$ cat src/rtl/countdown_timer_if.sv
// Control/status bundle for countdown_timer.
//   load, load_val, start, stop, en, auto_reload, ack : controller -> timer
//   count, tc, busy, done                             : timer -> controller/consumers
// master = controlling FSM side, slave = timer side.
interface countdown_timer_if #(
    parameter int unsigned WIDTH = 16
);
    logic             load;
    logic [WIDTH-1:0] load_val;
    logic             start;
    logic             stop;
    logic             en;
    logic             auto_reload;
    logic             ack;
    logic [WIDTH-1:0] count;
    logic             tc;
    logic             busy;
    logic             done;

    modport master (
        output load, load_val, start, stop, en, auto_reload, ack,
        input  count, tc, busy, done
    );

    modport slave (
        input  load, load_val, start, stop, en, auto_reload, ack,
        output count, tc, busy, done
    );
endinterface

$ cat src/rtl/countdown_timer.sv
// Loadable down-counter with IDLE/RUN/DONE control, one-cycle terminal-count
// pulse and a done/ack handshake. Supports one-shot and auto-reload modes.
//   clk : rising-edge clock
//   rst : synchronous active-high reset
//   bus : countdown_timer_if.slave (control inputs, count/tc/busy/done outputs)
// All outputs are registered.
module countdown_timer #(
    parameter int unsigned WIDTH = 16
) (
    input  logic              clk,
    input  logic              rst,
    countdown_timer_if.slave  bus
);

    typedef enum logic [1:0] {
        ST_IDLE = 2'd0,
        ST_RUN  = 2'd1,
        ST_DONE = 2'd2
    } state_e;

    state_e           state_q, state_d;
    logic [WIDTH-1:0] count_q, count_d;
    logic [WIDTH-1:0] reload_q, reload_d;
    logic             tc_q, tc_d;
    logic             busy_q, busy_d;
    logic             done_q, done_d;

    // State and output registers.
    always_ff @(posedge clk) begin
        if (rst) begin
            state_q  <= ST_IDLE;
            count_q  <= '0;
            reload_q <= '0;
            tc_q     <= 1'b0;
            busy_q   <= 1'b0;
            done_q   <= 1'b0;
        end else begin
            state_q  <= state_d;
            count_q  <= count_d;
            reload_q <= reload_d;
            tc_q     <= tc_d;
            busy_q   <= busy_d;
            done_q   <= done_d;
        end
    end

    // Next-state / next-output logic; priority load > stop > ack > start > en.
    always_comb begin
        state_d  = state_q;
        count_d  = count_q;
        reload_d = reload_q;
        tc_d     = 1'b0;

        if (bus.load) begin
            count_d  = bus.load_val;
            reload_d = bus.load_val;
            state_d  = (bus.start && (bus.load_val != '0)) ? ST_RUN : ST_IDLE;
        end else begin
            unique case (state_q)
                ST_IDLE: begin
                    if (!bus.stop && !bus.ack && bus.start && (count_q != '0)) begin
                        state_d = ST_RUN;
                    end
                end
                ST_RUN: begin
                    if (bus.stop) begin
                        state_d = ST_IDLE;
                    end else if (bus.en) begin
                        if (count_q > WIDTH'(1)) begin
                            count_d = count_q - WIDTH'(1);
                        end else if (count_q == WIDTH'(1)) begin
                            count_d = '0;
                            tc_d    = 1'b1;
                            state_d = bus.auto_reload ? ST_RUN : ST_DONE;
                        end else begin
                            // Zero is only held in RUN between a tc and its reload.
                            if (!bus.auto_reload) begin
                                state_d = ST_DONE;
                            end else if (reload_q == '0) begin
                                state_d = ST_IDLE;
                            end else begin
                                count_d = reload_q;
                            end
                        end
                    end
                end
                ST_DONE: begin
                    if (bus.ack) begin
                        state_d = ST_IDLE;
                    end
                end
                default: begin
                    state_d = ST_IDLE;
                end
            endcase
        end

        busy_d = (state_d == ST_RUN);
        done_d = (state_d == ST_DONE);
    end

    assign bus.count = count_q;
    assign bus.tc    = tc_q;
    assign bus.busy  = busy_q;
    assign bus.done  = done_q;

endmodule

$ cat src/flat_wrapper.sv
// flat-port wrapper written by rule: the top's interface ports become plain ports
module countdown_timer_flat 
#(
    parameter int unsigned WIDTH = 16
)
  (clk, rst, bus_load, bus_load_val, bus_start, bus_stop, bus_en, bus_auto_reload, bus_ack, bus_count, bus_tc, bus_busy, bus_done);
  countdown_timer_if #(.WIDTH(WIDTH)) bus_i ();
  input  logic clk;
  input  logic rst;
  input wire logic [$bits(bus_i.load)-1:0] bus_load;
  input wire logic [$bits(bus_i.load_val)-1:0] bus_load_val;
  input wire logic [$bits(bus_i.start)-1:0] bus_start;
  input wire logic [$bits(bus_i.stop)-1:0] bus_stop;
  input wire logic [$bits(bus_i.en)-1:0] bus_en;
  input wire logic [$bits(bus_i.auto_reload)-1:0] bus_auto_reload;
  input wire logic [$bits(bus_i.ack)-1:0] bus_ack;
  output wire logic [$bits(bus_i.count)-1:0] bus_count;
  output wire logic [$bits(bus_i.tc)-1:0] bus_tc;
  output wire logic [$bits(bus_i.busy)-1:0] bus_busy;
  output wire logic [$bits(bus_i.done)-1:0] bus_done;
  assign bus_i.load = bus_load;
  assign bus_i.load_val = bus_load_val;
  assign bus_i.start = bus_start;
  assign bus_i.stop = bus_stop;
  assign bus_i.en = bus_en;
  assign bus_i.auto_reload = bus_auto_reload;
  assign bus_i.ack = bus_ack;
  assign bus_count = bus_i.count;
  assign bus_tc = bus_i.tc;
  assign bus_busy = bus_i.busy;
  assign bus_done = bus_i.done;
  countdown_timer #(.WIDTH(WIDTH)) u_core (.clk(clk), .rst(rst), .bus(bus_i));
endmodule
$ cat config.mk
export PLATFORM = sky130hd
export DESIGN_NAME = countdown_timer_flat
export DESIGN_NICKNAME = d
export VERILOG_FILES = /design/src/rtl/countdown_timer_if.sv /design/src/rtl/countdown_timer.sv /design/src/flat_wrapper.sv
export SDC_FILE = /design/constraint.sdc
export NUM_CORES = 1
export LEC_CHECK = 0
export ABC_CLOCK_PERIOD_IN_PS = 3600
export CAP_MARGIN = 0
export CORE_UTILIZATION = 30
export DETAILED_ROUTE_END_ITERATION = 16
export HOLD_SLACK_MARGIN = 0.08
export PLACE_DENSITY_LB_ADDON = 0.2
export SKIP_LAST_GASP = 1
export SLEW_MARGIN = 20
export SYNTH_ARGS = -nofsm -noshare
export SYNTH_HDL_FRONTEND = slang
export SYNTH_SLANG_ARGS = --single-unit
$ cat constraint.sdc
create_clock -name clk -period 3.6 [get_ports clk]
set_clock_uncertainty 0.2 [all_clocks]
set_input_delay 0.54 -clock clk [delete_from_list [all_inputs] [get_ports clk]]
set_output_delay 0.54 -clock clk [all_outputs]
set_load 0.02 [all_outputs]
==> out/qor.json <==
{
  "timing.final.max_slew_violations": 0,
  "per_instance_average_area_after_synthesis_um2": 8.05,
  "drt_drc_violations_left": 0,
  "grt_setup_unrepaired": "no",
  "gpl.final_weighted_congestion": 0.890,
  "post_cts_hold_buffer_count": 0,
  "tritoncts.num_buffers": 5,
  "endpoint_kind": "register",
  "period_needed_ps": 2840,
  "cts_tree": "built",
  "drt-wirelength-per-cell_um": 17.5,
  "finalHoldViolCount": 0,
  "cp_top_family": "buffers and inverters",
  "path_clk_slew_ps": 70,
  "crit_slowest_cell": "sky130_fd_sc_hd__clkinv_1",
  "clock_sinks": 37,
  "fp.coreArea_mm2": 0.00733,
  "maxCapViolCount": 0,
  "power_leakage_nw": 1.01,
  "post-route-period-util_pct": 78.8,
  "synthArstFlopShare_pct": 0,
  "timing.setup.critical_path_class": "input pin to register",
  "global_route_usage_over_all_layers_pct": 19.6,
  "stdcell_count": 419,
  "setup_viol_count_final": 0,
  "layout-drive-gt1-share_pct": 7.50,
  "synth-edff-count": 0,
  "result_of_the_run": "finished, final reports clean",
  "fin_setup_tns_ps": 0,
  "routed_via_density": 5.74,
  "pin_count_of_the_biggest_net_entering_global_routing": 47,
  "cellPowerDensity_mw_per_mm2": 402,
  "first_pass_grt_wire_length_mm": 11.9,
  "drt.antenna.violating_nets": 0,
  "grt_pass1_vias": 2196,
  "worst_ep_arrival_ps": 2790,
  "initial_utilization_pct": 31.4,
  "path_buf_inv": 3,
  "max_freq_ghz": 0.353,
  "share_of_the_synthesized_area_in_the_top_cell_type_pct": 32.2,
  "netlist_instances": 286,
  "cts_root_buffer_type": "sky130_fd_sc_hd__clkbuf_8",
  "worst_skew_late_latency_ps": 290,
  "synth_seq_area_share_pct": 32.2,
  "synth_top_cells_by_area": "sky130_fd_sc_hd__dfxtp_1 (32%), sky130_fd_sc_hd__a21oi_1 (7.2%), sky130_fd_sc_hd__nand2_1 (4.4%)",
  "vdd.ir_drop.worst_mv": 0.147,
  "place_area_mm2": 0.00279,
  "grt_overflow_total": 0,
  "cts_post_setup_buffers_inserted": 0,
  "io-pin-count": 43,
  "fin_nets": 347,
  "max_stage_delay_ps": 630,
  "post_cts.resized_instances": 0,
  "hold_path_class": "register to register",
  "totalWireLength_mm": 7.33,
  "yosysWarningCount": 0,
  "fp.dieArea_mm2": 0.00803,
  "synth.lib_cells_used.distinct": 62,
  "layout.filler_cells": 758,
  "port_buffers": 42,
  "worst_slew_margin_rel_pct": 54.3,
  "ys_dominant_reg_cell": "sky130_fd_sc_hd__dfxtp_1",
  "max_fanout_on_critical_path": 46,
  "hpwl_mm": 5.39,
  "synthesis.nets": 313,
  "tightest_slew_ps": 680,
  "clock_path_buffers": 2,
  "synth_area_leader_cell": "sky130_fd_sc_hd__dfxtp_1",
  "num_rows": 31,
  "numPlacedInstances": 412,
  "ys_seq_elements": 37,
  "ctsHtreeMaxLevel": 2,
  "initialDrtViolationCount": 236,
  "grt_antenna_before_repair": 0,
  "cp-start-kind": "input pin",
  "die_height_um": 89.6,
  "areaGrowthSynthToFinish_pct": 25.0,
  "final_design_area_no_fill_mm2": 0.00288,
  "number_of_inserted_diodes": 0,
  "die_w_um": 89.6,
  "syn_area_mm2": 0.00230,
  "timing.critical_path.cells": "clkdlybuf4s50_1, buf_4, clkinv_1, a2111oi_1, a211oi_2",
  "worst-endpoint-required_ps": 3550,
  "drtPass1Iterations": 5,
  "via_count": 2407
}
==> through the flow <==
stage	setup slack, ps	hold WS [ps]	utilization, %	power (W)
2_1_floorplan	1090	249	-	0.000733
3_3_place_gp	550	272	38.1	0.000860
3_5_place_dp	523	268	38.1	0.000860
4_1_cts	782	281	39.3	0.00116
5_1_grt	621	314	39.3	0.00122
6_report	765	283	39.3	0.00116
==> placed cells by master (no fill, tap or decap), types with 3 or more instances in the layout <==
cell type	Yosys	routed
sky130_fd_sc_hd__nand4_1	3	3
sky130_fd_sc_hd__a32o_1	4	4
sky130_fd_sc_hd__o31ai_1	10	10
sky130_fd_sc_hd__clkdlybuf4s50_1	0	42
sky130_fd_sc_hd__or4_1	4	4
sky130_fd_sc_hd__nor4_1	12	12
sky130_fd_sc_hd__a41o_1	3	3
sky130_fd_sc_hd__nor2_1	18	18
sky130_fd_sc_hd__clkbuf_8	0	6
sky130_fd_sc_hd__a211oi_1	5	5
sky130_fd_sc_hd__dfxtp_1	37	37
sky130_fd_sc_hd__nand3_1	5	5
sky130_fd_sc_hd__a21boi_1	3	3
sky130_fd_sc_hd__and2_1	3	3
sky130_fd_sc_hd__ha_1	3	3
sky130_fd_sc_hd__o22ai_1	10	10
sky130_fd_sc_hd__o211ai_1	5	5
sky130_fd_sc_hd__a21oi_1	33	33
sky130_fd_sc_hd__nor3_1	9	9
sky130_fd_sc_hd__inv_1	16	16
sky130_fd_sc_hd__mux2i_1	4	4
sky130_fd_sc_hd__o21ai_0	3	3
sky130_fd_sc_hd__or3_1	5	5
sky130_fd_sc_hd__buf_4	2	8
sky130_fd_sc_hd__nand2_1	27	27
==> synth_stat cells, types with 2 or more instances <==
cell and n:
sky130_fd_sc_hd__dfxtp_1 37, sky130_fd_sc_hd__a21boi_1 3, sky130_fd_sc_hd__buf_1 2, sky130_fd_sc_hd__nor3_1 9, sky130_fd_sc_hd__ha_1 3, sky130_fd_sc_hd__a22oi_1 2, sky130_fd_sc_hd__o211ai_1 5, sky130_fd_sc_hd__nand2b_1 2
sky130_fd_sc_hd__buf_6 2, sky130_fd_sc_hd__o221ai_1 2, sky130_fd_sc_hd__inv_1 16, sky130_fd_sc_hd__nand2_1 27, sky130_fd_sc_hd__and2_1 3, sky130_fd_sc_hd__mux2i_1 4, sky130_fd_sc_hd__nand4_1 3, sky130_fd_sc_hd__clkbuf_1 13
sky130_fd_sc_hd__or3_1 5, sky130_fd_sc_hd__nor4_1 12, sky130_fd_sc_hd__nand3_1 5, sky130_fd_sc_hd__or4_1 4, sky130_fd_sc_hd__a41o_1 3, sky130_fd_sc_hd__a32o_1 4, sky130_fd_sc_hd__buf_4 2, sky130_fd_sc_hd__o31ai_1 10
sky130_fd_sc_hd__a222oi_1 2, sky130_fd_sc_hd__a21o_1 2, sky130_fd_sc_hd__nor2_1 18, sky130_fd_sc_hd__o21ai_0 3, sky130_fd_sc_hd__a21oi_1 33, sky130_fd_sc_hd__o22ai_1 10, sky130_fd_sc_hd__a211oi_1 5, sky130_fd_sc_hd__buf_2 4
sky130_fd_sc_hd__o311ai_0 2
==> metal layers <==
layer  vias to the layer above  track usage [%]  wire length [µm]
met5                         -                0                 0
met4                         0             4.33                72
met3                         6             3.02               380
met2                        78             30.2              3340
met1                      1158             28.8              3540
li1                       1165                -                 -
==> worst register-to-register path, stage by stage (launching register included) <==
cell and delay (ps):
sky130_fd_sc_hd__dfxtp_1 360, sky130_fd_sc_hd__inv_1 110, sky130_fd_sc_hd__ha_1 300, sky130_fd_sc_hd__inv_1 130, sky130_fd_sc_hd__a21boi_1 580, sky130_fd_sc_hd__buf_4 320, sky130_fd_sc_hd__a211oi_1 130, sky130_fd_sc_hd__o32ai_1 420
sky130_fd_sc_hd__a21oi_1 110
==> path summary, 6_finish.rpt <==
check,startpoint,to,slack [ps],depth (start not counted)
max,bus_load,u_core.bus.count[11],760,5
max reg2reg,u_core.bus.count[1],u_core.bus.count[10],800,8
min,u_core.reload_q[4],u_core.reload_q[4],280,2
min reg2reg,u_core.reload_q[4],u_core.reload_q[4],280,2
==> flip-flops by register name (all words and copies together) (netlist names) <==
name / count
u_core.bus.count: 16
u_core.reload_q: 16
u_core.bus.done: 1
u_core.bus.busy: 1
u_core.bus.tc: 1
u_core.state_q: 2
==> cell type report <==
class | instances | area, µm² | area share, %
Tap cell | 99 | 124 | 4.30
Timing Repair Buffer | 50 | 480 | 16.7
Multi-Input combinational cell | 209 | 1390 | 48.1
Clock buffer | 7 | 86.3 | 3.00
Sequential cell | 37 | 741 | 25.7
Inverter | 17 | 63.8 | 2.22
==> cells by family (layout without fill, tap and decap cells) <==
group           after synthesis  count (layout)  share of synthesized area, %
compound gates              103             103                          33.0
simple gates                 99              99                          23.7
buf+inv                      40              74                          7.71
flops                        37              37                          32.2
mux                           4               4                          1.74
fa+ha+maj                     3               3                          1.63
==> power breakdown <==
| part | switching, W | total [W] | leakage [nW] | internal, W |
|---|---|---|---|---|
| combinational | 0.000232 | 0.000384 | 0.658 | 0.000152 |
| sequential | 0.0000361 | 0.000472 | 0.304 | 0.000436 |
| clock | 0.000149 | 0.000302 | 0.0443 | 0.000152 |
| total | 0.000417 | 0.00116 | 1.01 | 0.000740 |
No activity file was read; power rests on OpenSTA's default activity.
